==> config.mk <==
export PLATFORM = sky130hd
export DESIGN_NAME = fp_panel_ctl
export DESIGN_NICKNAME = d
export VERILOG_FILES = /design/src/rtl/fp_panel_ctl.sv
export SDC_FILE = /design/constraint.sdc
export NUM_CORES = 1
export LEC_CHECK = 0
export BUFFER_PORTS_ARGS = -buffer_cell sky130_fd_sc_hd__buf_2
export CAP_MARGIN = 20
export CELL_PAD_IN_SITES_DETAIL_PLACEMENT = 1
export CELL_PAD_IN_SITES_GLOBAL_PLACEMENT = 2
export CORE_MARGIN = 3
export CORE_UTILIZATION = 36
export DETAILED_ROUTE_END_ITERATION = 10
export PLACE_DENSITY = 0.83
export SYNTH_ARGS = -nofsm -noshare
export SYNTH_HDL_FRONTEND = slang
export SYNTH_SLANG_ARGS = --single-unit
==> constraint.sdc <==
create_clock -name clock -period 9.8 [get_ports clock]
set_clock_uncertainty 0.1 [all_clocks]
set_input_delay 0 -clock clock [delete_from_list [all_inputs] [get_ports clock]]
set_output_delay 0 -clock clock [all_outputs]
set_load 0.01 [all_outputs]
==> src/rtl/fp_panel_ctl.sv <==
// Front panel command controller: turns debounced switch presses into panel
// actions, runs examine/deposit memory handshakes and drives the LED words.
module fp_panel_ctl #(
  parameter int unsigned ACK_TIMEOUT = 255
) (
  input  logic        clock,
  input  logic        reset,
  input  logic [8:0]  fnsw,
  input  logic [4:0]  rotsw,
  input  logic [11:0] swreg,
  input  logic        cpu_running,
  input  logic [11:0] ac_in,
  input  logic [11:0] mq_in,
  input  logic [11:0] flags_in,
  input  logic [3:0]  post_in,
  output logic        mem_req,
  output logic        mem_wr,
  output logic [14:0] mem_addr,
  output logic [11:0] mem_wdata,
  input  logic        mem_ack,
  input  logic [11:0] mem_rdata,
  output logic        halt_req,
  output logic        cont_req,
  output logic        boot_req,
  output logic        clear_req,
  output logic        mem_timeout,
  output logic        busy,
  output logic [11:0] data_leds,
  output logic [11:0] addr_leds,
  output logic [2:0]  ema_leds
);

  localparam int unsigned FNSW_BOOT  = 0;
  localparam int unsigned FNSW_CLEAR = 1;
  localparam int unsigned FNSW_CONT  = 2;
  localparam int unsigned FNSW_DEP   = 3;
  localparam int unsigned FNSW_EXAM  = 4;
  localparam int unsigned FNSW_HALT  = 5;
  localparam int unsigned FNSW_LA    = 6;
  localparam int unsigned FNSW_LOCK  = 7;
  localparam int unsigned FNSW_LXA   = 8;

  localparam int unsigned ROTSW_AC    = 0;
  localparam int unsigned ROTSW_FLAGS = 1;
  localparam int unsigned ROTSW_MD    = 2;
  localparam int unsigned ROTSW_MQ    = 3;
  localparam int unsigned ROTSW_POST  = 4;

  localparam logic [15:0] TIMEOUT_VAL = 16'(ACK_TIMEOUT);

  typedef enum logic [1:0] {S_IDLE, S_READ, S_WRITE, S_ACKED} state_e;
  typedef enum logic [3:0] {
    A_NONE, A_HALT, A_CLEAR, A_BOOT, A_CONT, A_DEP, A_EXAM, A_LXA, A_LA
  } action_e;

  state_e      state, state_nx;
  action_e     win, pend;
  logic [15:0] timer, timer_nx;
  logic [8:0]  fprev, keep;
  logic [11:0] pend_data, cpa, md, wdata, rdata_q, display;
  logic [2:0]  ema;
  logic        wr_q, done, timeout_nx;

  // Press detection, filtering and priority. The winner is registered into
  // pend and acts one clock later, so a pending memory action also blocks.
  always_comb begin
    // NOTE: every always_comb output gets a default first so no latch is inferred.
    keep = fnsw & ~fprev;
    win  = A_NONE;
    if (fnsw[FNSW_LOCK] || busy || pend == A_EXAM || pend == A_DEP) keep = '0;
    if (cpu_running) keep = keep & (9'd1 << FNSW_HALT);
    if      (keep[FNSW_HALT])  win = A_HALT;
    else if (keep[FNSW_CLEAR]) win = A_CLEAR;
    else if (keep[FNSW_BOOT])  win = A_BOOT;
    else if (keep[FNSW_CONT])  win = A_CONT;
    else if (keep[FNSW_DEP])   win = A_DEP;
    else if (keep[FNSW_EXAM])  win = A_EXAM;
    else if (keep[FNSW_LXA])   win = A_LXA;
    else if (keep[FNSW_LA])    win = A_LA;
  end

  always_ff @(posedge clock or posedge reset) begin
    if (reset) begin
      state <= S_IDLE;
      timer <= '0;
    end else begin
      // NOTE: sequential state uses non-blocking assignments so every register
      // samples values from before the edge.
      state <= state_nx;
      timer <= timer_nx;
    end
  end

  // An ack is registered into S_ACKED and retired on the following clock.
  always_comb begin
    state_nx   = state;
    timer_nx   = timer;
    done       = 1'b0;
    timeout_nx = 1'b0;
    busy       = (state != S_IDLE);
    mem_req    = busy;
    case (state)
      S_IDLE: begin
        timer_nx = '0;
        if (pend == A_EXAM) begin
          state_nx = S_READ;
          timer_nx = 16'd1;
        end else if (pend == A_DEP) begin
          state_nx = S_WRITE;
          timer_nx = 16'd1;
        end
      end
      S_READ, S_WRITE: begin
        if (mem_ack) begin
          state_nx = S_ACKED;
        end else if (timer == TIMEOUT_VAL) begin
          state_nx   = S_IDLE;
          timeout_nx = 1'b1;
        end else begin
          timer_nx = timer + 16'd1;
        end
      end
      S_ACKED: begin
        state_nx = S_IDLE;
        done     = 1'b1;
      end
      default: state_nx = S_IDLE;
    endcase
  end

  assign mem_wr    = busy & wr_q;
  assign mem_addr  = {ema, cpa};
  assign mem_wdata = wdata;

  always_comb begin
    display = md;
    if      (rotsw[ROTSW_AC])    display = ac_in;
    else if (rotsw[ROTSW_MQ])    display = mq_in;
    else if (rotsw[ROTSW_FLAGS]) display = flags_in;
    else if (rotsw[ROTSW_MD])    display = md;
    else if (rotsw[ROTSW_POST])  display = {8'b0, post_in};
  end

  always_ff @(posedge clock or posedge reset) begin
    if (reset) begin
      fprev       <= '0;
      pend        <= A_NONE;
      pend_data   <= '0;
      cpa         <= '0;
      ema         <= '0;
      md          <= '0;
      wdata       <= '0;
      wr_q        <= 1'b0;
      rdata_q     <= '0;
      halt_req    <= 1'b0;
      cont_req    <= 1'b0;
      boot_req    <= 1'b0;
      clear_req   <= 1'b0;
      mem_timeout <= 1'b0;
      data_leds   <= '0;
      addr_leds   <= '0;
      ema_leds    <= '0;
    end else begin
      fprev       <= fnsw;
      pend        <= win;
      if (win != A_NONE) pend_data <= swreg;
      halt_req    <= (pend == A_HALT);
      clear_req   <= (pend == A_CLEAR);
      boot_req    <= (pend == A_BOOT);
      cont_req    <= (pend == A_CONT);
      mem_timeout <= timeout_nx;
      // swreg bit 0 is the MSB, so panel bits 9..11 are vector bits 2..0.
      if (pend == A_LA)  cpa <= pend_data;
      if (pend == A_LXA) ema <= pend_data[2:0];
      if (state == S_IDLE && pend == A_DEP) begin
        wdata <= pend_data;
        wr_q  <= 1'b1;
      end
      if (state == S_IDLE && pend == A_EXAM) wr_q <= 1'b0;
      if ((state == S_READ || state == S_WRITE) && mem_ack) rdata_q <= mem_rdata;
      if (done) begin
        md  <= wr_q ? wdata : rdata_q;
        cpa <= cpa + 12'd1;
      end
      data_leds <= display;
      addr_leds <= cpa;
      ema_leds  <= ema;
    end
  end

endmodule
# [Yosys cells after proc, flatten, opt, wreduce, memory -nomap -nowiden]
# Cells that the tools add are included.
[totals] output_inout_bits=62 ramBits=0 memories=0 register_bits=127 wordCells=90 romBits=0 input_bits=82 latchBits=0
[op_classes] n_reduce_logical=16 n_lt_le_gt_ge=0 multipliers=0 bitwise=3 shift=0 eq_ne=16 n_mux=34 n_addsub=2 div=0
[ops] op="$mux 12" count=8
[ops] op="$mux 16" count=2
[ops] op="$mux 4" count=8
[ops] op="$pmux 16 s2" count=1
[ops] op="$mux 9" count=2
[ops] op="$add 16x1->16 const B" count=1
[ops] op="$eq 16x8->1 const B" count=1
[ops] op="$eq 4x3->1 const B" count=4
[ops] op="$add 12x1->12 const B" count=1
[ops] op="$and 9x9->9" count=1
[ops] op="$not 9->9" count=1
[ops] op="$eq 4x2->1 const B" count=2
[ops] op="$mux 1" count=8
[ops] op="$mux 2" count=4
[ops] op="$reduce_bool 2->1" count=4
[ops] op="$ne 3x3->1 const B" count=2
[ops] op="$pmux 2 s3" count=1
[ops] op="$eq 2x2->1 const B" count=2
[ops] op="$eq 4x1->1 const B" count=1
[ops] op="$eq 4x4->1 const B" count=1
[ops] op="$logic_or 1x1->1" count=4
[ops] op="$ne 2x2->1 const B" count=2
[ops] op="$reduce_bool 4->1" count=1
[ops] op="$logic_and 1x1->1" count=3
[ops] op="other kinds (6)" count=6

# [Depth between registers and ports, before layout]
# Gate-level depths: netlist of the first run.
[logic_depth] depth_word=15 ltp_mapped=8 mapped_depth_nobuf=7

# [Worst setup path before layout of the first run]
# Ideal clock, no wire load.
[synth_path] kind="register -> register" startpoint="reg state[0]" endpoint="reg pend_data[0]" t_arrival_ps=1904 n_path_buf=1 period_less_slack_ps=2129 path_stages_with_launch=9 required_ps=9575 setup_slack_ps=7671 setup_time_ps=125 path_cell_list="dfrtp_1 inv_1 ha_1 inv_1 a211oi_2 o211ai_1 o211ai_2 buf_6 mux2_2"
[synth_via] elab_chain_len=15
[synth_rtl] element="from (decl)" line="56" rtl="state_e state, state_nx;"
[synth_rtl] element="from (signal assigned)" line="89" rtl="state <= state_nx;"
[synth_rtl] element="$reduce_bool 2->1 (*)" line="100" rtl="busy = (state != S_IDLE);"
[synth_rtl] element="via busy" line="27" rtl="output logic busy,"
[synth_rtl] element="$logic_or 1x1->1 (*) (3 in a row)" line="70" rtl="if (fnsw[FNSW_LOCK] || busy || pend == A_EXAM || pend == A_DEP) keep = '0;"
[synth_rtl] element="$mux 9 (*)" line="70"
[synth_rtl] element="$mux 9 (*)" line="71" rtl="if (cpu_running) keep = keep & (9'd1 << FNSW_HALT);"
[synth_rtl] element="$mux 4" line="79" rtl="else if (keep[FNSW_LA]) win = A_LA;"
[synth_rtl] element="$mux 4" line="78" rtl="else if (keep[FNSW_LXA]) win = A_LXA;"
[synth_rtl] element="$mux 4" line="77" rtl="else if (keep[FNSW_EXAM]) win = A_EXAM;"
[synth_rtl] element="$mux 4" line="76" rtl="else if (keep[FNSW_DEP]) win = A_DEP;"
[synth_rtl] element="$mux 4" line="75" rtl="else if (keep[FNSW_CONT]) win = A_CONT;"
[synth_rtl] element="$mux 4" line="74" rtl="else if (keep[FNSW_BOOT]) win = A_BOOT;"
[synth_rtl] element="$mux 4" line="73" rtl="else if (keep[FNSW_CLEAR]) win = A_CLEAR;"
[synth_rtl] element="$mux 4 (*)" line="72" rtl="if (keep[FNSW_HALT]) win = A_HALT;"
[synth_rtl] element="$reduce_bool 4->1 (*)" line="166" rtl="if (win != A_NONE) pend_data <= swreg;"
[synth_rtl] element="to (signal assigned)" line="166"
[synth_rtl] element="to (decl)" line="60" rtl="logic [11:0] pend_data, cpa, md, wdata, rdata_q, display;"
# Mark *: on every way through the listed nets, which the timed path passes. The rest lies on a longest branch.
# A chain may end at the register's enable or synchronous reset.

# [Worst setup path after layout of the first run]
[layout_path] startpoint="reg state[0]" endpoint="reg pend_data[5]"
[layout_via] elab_chain_len=15
[layout_rtl] element="$reduce_bool 2->1 (*)" line="100"
[layout_rtl] element="$logic_or 1x1->1 (*) (3 in a row)" line="70"
[layout_rtl] element="$mux 9 (*)" line="70"
[layout_rtl] element="$mux 9 (*)" line="71"
[layout_rtl] element="$mux 4" line="79"
[layout_rtl] element="$mux 4" line="78"
[layout_rtl] element="$mux 4" line="77"
[layout_rtl] element="$mux 4" line="76"
[layout_rtl] element="$mux 4" line="75"
[layout_rtl] element="$mux 4" line="74"
[layout_rtl] element="$mux 4" line="73"
[layout_rtl] element="$mux 4 (*)" line="72"
[layout_rtl] element="$reduce_bool 4->1 (*)" line="166"
# Every way passes the cells marked *; elsewhere a longest branch is shown, timed or not.

==> results of run 1 <==
## worst max-delay path by stage
stage	from	to	slack [ns]	cells past startpoint
6_report	state[0]$_DFFE_PP0P_	pend_data[5]$_DFFE_PP0P_	7.36	7
5_1_grt	state[1]$_DFFE_PP0P_	pend_data[6]$_DFFE_PP0P_	7.17	7
4_1_cts	state[1]$_DFFE_PP0P_	pend_data[5]$_DFFE_PP0P_	7.36	7
3_5_place_dp	state[1]$_DFFE_PP0P_	pend_data[5]$_DFFE_PP0P_	7.39	7
3_3_place_gp	state[0]$_DFFE_PP0P_	pend_data[5]$_DFFE_PP0P_	7.52	7
2_1_floorplan	reset	addr_leds[0]$_DFF_PP0_	6.34	1
## routing by layer
| layer | vias up | wire, um |
|---|---|---|
| met5 | - | 0 |
| met3 | 25 | 620 |
| met4 | 0 | 305 |
| met2 | 112 | 8230 |
| li1 | 2183 | - |
| met1 | 2268 | 6960 |
## cells in the mapped netlist, types with 7 or more instances
master,instances
mux2_2,39
nand3_1,11
nor2b_1,11
inv_1,9
dfrtp_1,126
clkbuf_1,14
a21oi_1,36
xor2_1,16
mux2i_1,30
xnor2_1,7
nand2_1,44
nand3b_1,9
o21ai_0,28
nor2_1,36
nand2b_1,8
## where the power goes
group	leakage (uW)	total, uW	internal, uW	switching [uW]
logic	0.00194	477	231	245
clock network	0.000278	617	380	237
registers	0.00158	777	658	119
## worst min-delay path: cells and delay by family
| family | cells | cell delay (ns) |
|---|---|---|
| buffers and inverters | 3 | 1.09 |
## per-stage QoR
stage	std cells	hold WS (ns)	total power (uW)
5_1_grt	939	0.134	1980
2_1_floorplan	499	-0.0686	1060
4_1_cts	936	0.113	1890
3_5_place_dp	831	0.00849	1230
3_3_place_gp	831	-0.00869	1200
6_report	939	0.109	1870
## timing repair
action	CTS	global route
endpoints found under the hold margin	91	0
gates resized for setup	0	0
hold buffers	73	0
## layout make-up
cell class,instances,share of cell area
flip-flops and latches,126,0.400
multi-input cells,340,0.299
repair buffers,219,0.188
clock buffers,18,0.0557
well taps,211,0.0335
clock inverters,14,0.0184
inverters,9,0.00460
diodes,2,0.000635
## registers in the layout, summed over array words and instances, names as in the netlist, 2 cells and up
register / flops
ema: 3
pend_data: 12
state: 2
ema_leds: 3
data_leds: 12
pend: 4
cpa: 12
addr_leds: 12
mem_wdata: 12
md: 12
timer: 16
rdata_q: 12
fprev: 8
## cell families after synthesis
group | Yosys count | share of synthesized area
mux | 70 | 0.134
fa+ha+maj | 5 | 0.0111
simple gates | 154 | 0.142
flops | 126 | 0.558
buf+inv | 33 | 0.0266
compound gates | 88 | 0.0930
xor+xnor | 23 | 0.0357
==> flow_metrics.tcl, run 1 <==
set metrics [dict create \
    rows 45 \
    drc 0 \
    area_growth_pct 39.5 \
    finalHoldViolCount 0 \
    reg2regPathDepth 7 \
    layout_commonest_cell "buf_2" \
    max_stage_delay_ns 0.42 \
    slowest_stage "mux2_2" \
    placed_cell_area_um2 6540 \
    run_status "finished clean" \
    final_nets 800 \
    syn_area_um2 5650 \
    ys_ff_latch 126 \
    post-route-util 0.517 \
    yosys_most_used_dff "dfrtp_1" \
    final-setup-viol-count 0 \
    ir_drop_mv 0.133 \
    port_buffers 143 \
    rsz0062_at_grt "no" \
    crit_type "flip-flop to flip-flop" \
    cp-end-kind "flip-flop" \
    wl_per_cell_um 17.2 \
    fin_area_um2 7880 \
    grt_pass1_vias 5114 \
    max_freq_mhz 410 \
    fillers 1672 \
    final_cell_mix "buf_2, dfrtp_1, dlygate4sd3_1" \
    grt_use_met3 0.0471 \
    tritoncts "done" \
    post-route-period-util 0.249 \
    num_io_pins 144 \
    p_per_area_nw_per_um2 237 \
    critPathBufInv 2 \
    grt_max_degree 85 \
    crit_chain "inv_1 -> ha_1 -> inv_1 -> a211oi_2 -> o211ai_1 -> o211ai_2 -> mux2_2" \
    async_flop_share 1.00 \
    die-area_um2 17200 \
    place.gp.congestion 0.790 \
    num_vias 4588 \
    drive_gt1_frac 0.318 \
    antenna_found_initial 2 \
    synth_top_area_frac 0.558 \
    rrSetupSlack_ns 7.36 \
    leakage_uw 0.00380 \
    setup_slack_ns 7.36 \
    ant_nets 0 \
    grt_overflow 0 \
    cts-root-buf "clkbuf_16" \
    firstDrtPassIters 4 \
    seq_area_um2 3150 \
    coreArea_um2 15300 \
    drt-initial-drc-count 148 \
    cp.required_ns 10.00 \
    postSynthCellCount 499 \
    grt_use_total 0.191 \
    clk_latency_ns 0.42 \
    syn_avg_cell_area_um2 11.3 \
    clk_pin_slew_worst_paths_ns 0.06 \
    ys_warn_count 0 \
    synth_nets 586 \
    crit_family "compound AO/OA/AOI/OAI gates" \
    clock-sinks 126 \
    drv_slew 0 \
    grt_use_met1 0.227 \
    ys_seq_area_frac 0.558 \
    synth_area_leaders "dfrtp_1, mux2_2, mux2i_1, a21oi_1, nand2_1" \
    synth_edf_count 0 \
    multiInputGateArea_um2 2360 \
    grt-busiest-layer "met2" \
    yosysTopAreaCell "dfrtp_1" \
    relSlewSlack 0.270 \
    start_kind "flip-flop" \
    hold_path_class "input port to asynchronous set/reset pin" \
    drv_cap 0 \
    grtUsageMet2 0.336 \
    routed_wl_um 16100 \
    timing.rr.end "pend_data[5]$_DFFE_PP0P_" \
    synth_cell_types 51 \
    worst-path-max-fanout 12 \
    worst_pin_slew_ns 1.09 \
    cts_max_level 4 \
    rr_startpoint "state[0]$_DFFE_PP0P_" \
    post-cts-setup-buffer-count 0 \
    fin_tns_setup_ns 0 \
    dp_slack_ns 7.39 \
    die_y_um 131 \
    routed_via_density 4.89 \
    crit_arrival_ns 2.64 \
    cts_buffers 17 \
    dp_hpwl_um 10700 \
    period_minus_slack_ns 2.44 \
    grt_pass1_wl_um 26600 \
    cp_common_cell "inv_1" \
    initial_core_util 0.370 \
    clk_path_buf_depth 2 \
    die-width_um 131 \
]
Note: power is estimated with default switching activity, not from simulation.
==> inputs of run 2 (changes only) <==
--- a/config.mk
+++ b/config.mk
@@ -5,14 +5,15 @@
 export SDC_FILE = /design/constraint.sdc
 export NUM_CORES = 1
 export LEC_CHECK = 0
+export ABC_AREA = 1
 export BUFFER_PORTS_ARGS = -buffer_cell sky130_fd_sc_hd__buf_2
 export CAP_MARGIN = 20
 export CELL_PAD_IN_SITES_DETAIL_PLACEMENT = 1
 export CELL_PAD_IN_SITES_GLOBAL_PLACEMENT = 2
 export CORE_MARGIN = 3
-export CORE_UTILIZATION = 36
+export CORE_UTILIZATION = 28
 export DETAILED_ROUTE_END_ITERATION = 10
-export PLACE_DENSITY = 0.83
+export PLACE_DENSITY = 0.74
 export SYNTH_ARGS = -nofsm -noshare
 export SYNTH_HDL_FRONTEND = slang
 export SYNTH_SLANG_ARGS = --single-unit
==> constraint.sdc (replaced) <==
create_clock -name clock -period 2.22 [get_ports clock]
set_clock_uncertainty 0.1 [all_clocks]
set_input_delay 0 -clock clock [delete_from_list [all_inputs] [get_ports clock]]
set_output_delay 0 -clock clock [all_outputs]
set_load 0.01 [all_outputs]
==> flow_metrics.tcl, run 2 <==
set metrics [dict create \
    run_status "finished clean" \
    synth_top_family_by_area "simple AND/OR/NAND/NOR gates" \
    area_growth_pct 39.7 \
    p_int_uw 5830 \
    p_sw_uw 3370 \
    synth_area_leaders "dfrtp_1, nand2_1, o21ai_0, nor2_1, nand3_1" \
    grt_max_degree 35 \
    start_kind "flip-flop" \
    crit_type "flip-flop to flip-flop" \
    grt-busiest-layer "met2" \
    max_freq_mhz 489 \
    drive_gt1_frac 0.266 \
    syn_area_um2 5940 \
    yosysTopAreaCell "dfrtp_1" \
    synth_common_cells "nand2_1, dfrtp_1, o21ai_0" \
    relSlewSlack 0.666 \
    drv_slew 0 \
    drc 0 \
    grt_pass1_vias 5733 \
    synth_cell_types 43 \
    cp.required_ns 2.43 \
    worst-path-max-fanout 10 \
    cts_max_level 4 \
    synth.most_common_cell "nand2_1" \
    combPwrFrac 0.327 \
    wl_per_cell_um 15.7 \
    clk_latency_ns 0.41 \
    grt_overflow 0 \
    rsz0062_at_grt "no" \
    routed_wl_um 18600 \
    num_vias 5480 \
    cts_buffers 17 \
    synth_edf_count 0 \
    grtUsageMet2 0.274 \
    fin_tns_setup_ns 0 \
    ant_nets 0 \
    clk_path_buf_depth 2 \
    ys_warn_count 0 \
    finalHoldViolCount 0 \
    ys_ff_latch 126 \
    synth_mux_area_frac 0.00569 \
    routed_via_density 4.61 \
    async_flop_share 1.00 \
    max_stage_delay_ns 0.39 \
    synthXorXnorAreaFrac 0.0177 \
    grt_pass1_wl_um 29700 \
    ir_drop_mv 0.568 \
    p_per_area_nw_per_um2 1110 \
    slowest_stage "dfrtp_1" \
    tritoncts "done" \
    diodes 0 \
    cp-end-kind "flip-flop" \
    postSynthCellCount 684 \
    coreArea_um2 20600 \
    largest_reg_flops 16 \
    num_io_pins 144 \
    port_buffers 143 \
    die_y_um 152 \
    regMostFlops "timer" \
    crit_arrival_ns 2.25 \
    yosys_most_used_dff "dfrtp_1" \
    swShare 0.366 \
    firstDrtPassIters 4 \
    final_cell_mix "nand2_1, buf_2, dfrtp_1" \
    ys_seq_area_frac 0.531 \
    leakage_uw 0.00410 \
    period_minus_slack_ns 2.05 \
    post-route-period-util 0.922 \
    die-width_um 152 \
    antenna_found_initial 0 \
    synth_nets 771 \
    synth_top_area_frac 0.531 \
    grt_use_total 0.165 \
    crit_chain "inv_1 -> ha_1 -> inv_2 -> nor2_2 -> nand3_4 -> a21oi_2 -> nand3_2 -> buf_4 -> nand4_1 -> nand2_1" \
    worst_pin_slew_ns 0.497 \
    syn_avg_cell_area_um2 8.68 \
    initial_core_util 0.289 \
    clockPowerShare 0.298 \
    dp_hpwl_um 13400 \
    rows 52 \
    final-setup-viol-count 0 \
    place.gp.congestion 0.773 \
    clock-sinks 126 \
    synth_compound_area_frac 0.107 \
    synth_fa_ha_area_frac 0.0105 \
    whs_ns 0.135 \
    synthSimpleGateAreaFrac 0.271 \
    drv_cap 0 \
    die-area_um2 23000 \
    clk_pin_slew_worst_paths_ns 0.06 \
    final_nets 994 \
    drt-initial-drc-count 221 \
    grt_use_met3 0.0363 \
    cts-root-buf "clkbuf_16" \
    grt_use_met1 0.219 \
    hold_path_class "input port to flip-flop" \
    layout_commonest_cell "nand2_1" \
    p_seq_frac 0.376 \
]
run 2: changes by cell type after synthesis, sizes merged, moves of 30 or more:
cell / change
inv: +43
mux2: -37
mux2i: -30
nand2: +148
nand3: +35
o21ai: +42
run 2: metal layers:
metal	wire, um	vias to the layer above
li1	-	2697
met1	8670	2639
met2	8780	126
met3	946	18
met4	253	0
met5	0	-
run 2: path summary, 6_finish.rpt:
| kind | from | to | slack, ns | depth (start not counted) |
|---|---|---|---|---|
| min reg2reg | ema[1]$_DFFE_PP0N_ | ema_leds[1]$_DFF_PP0_ | 0.30 | 0 |
| min in group asynchronous | reset | rdata_q[9]$_DFFE_PP0P_ | 0.60 | 4 |
| max reg2reg | state[0]$_DFFE_PP0P_ | pend_data[3]$_DFFE_PP0P_ | 0.17 | 10 |
| min | fnsw[1] | fprev[1]$_DFF_PP0_ | 0.14 | 2 |
| max | state[0]$_DFFE_PP0P_ | pend_data[3]$_DFFE_PP0P_ | 0.17 | 10 |
| max in group asynchronous | reset | timer[11]$_DFFE_PP0P_ | 0.70 | 5 |
run 2: power groups by stage:
stage,registers (uW),clock network [uW],logic (uW)
6_report,3450,2740,3000
4_1_cts,3460,2820,2940
3_3_place_gp,3470,0,2770
2_1_floorplan,3470,0,1710
3_5_place_dp,3500,0,2820
5_1_grt,3530,2910,3420
run 2: area by class of cell:
cell class / instances / area, um2
inverters: 52 / 201
well taps: 270 / 338
clock inverters: 9 / 110
multi-input cells: 478 / 2460
fillers: 2456 / 12300
flip-flops and latches: 126 / 3150
clock buffers: 22 / 464
repair buffers: 232 / 1570
run 2: critical path, delay by kind of cell (launching register included):
kind | cells | cell delay (ns)
DFF | 1 | 0.39
buffers and inverters | 3 | 0.39
AOI/OAI and AO/OA | 1 | 0.22
adders and majority gates | 1 | 0.25
and+or+nand+nor | 5 | 0.59
run 2: cells by family (layout without fill, tap and decap cells):
group,after synthesis,count (layout)
buf+inv,80,315
flops,126,126
mux,3,3
fa+ha+maj,5,5
simple gates,347,347
xor+xnor,12,12
compound gates,111,111
run 2: per-stage QoR:
stage | utilization | area (um2) | cells | worst slack [ns] | total power, uW
after floorplan | - | 5940 | 684 | 0.328 | 5170
after global placement | 0.340 | 7000 | 1088 | 0.114 | 6250
after detailed placement | 0.340 | 7000 | 1088 | 0.0643 | 6310
after CTS | 0.402 | 8260 | 1188 | 0.0510 | 9220
after global routing | 0.404 | 8300 | 1189 | 0.0236 | 9860
final | 0.404 | 8300 | 1189 | 0.174 | 9190
run 2: what timing repair did:
item	4_1_cts	5_1_grt
hold endpoints to repair	176	0
hold buffers	69	0
setup endpoints to repair	0	22
gates resized for setup	0	2
buffers inserted	0	1
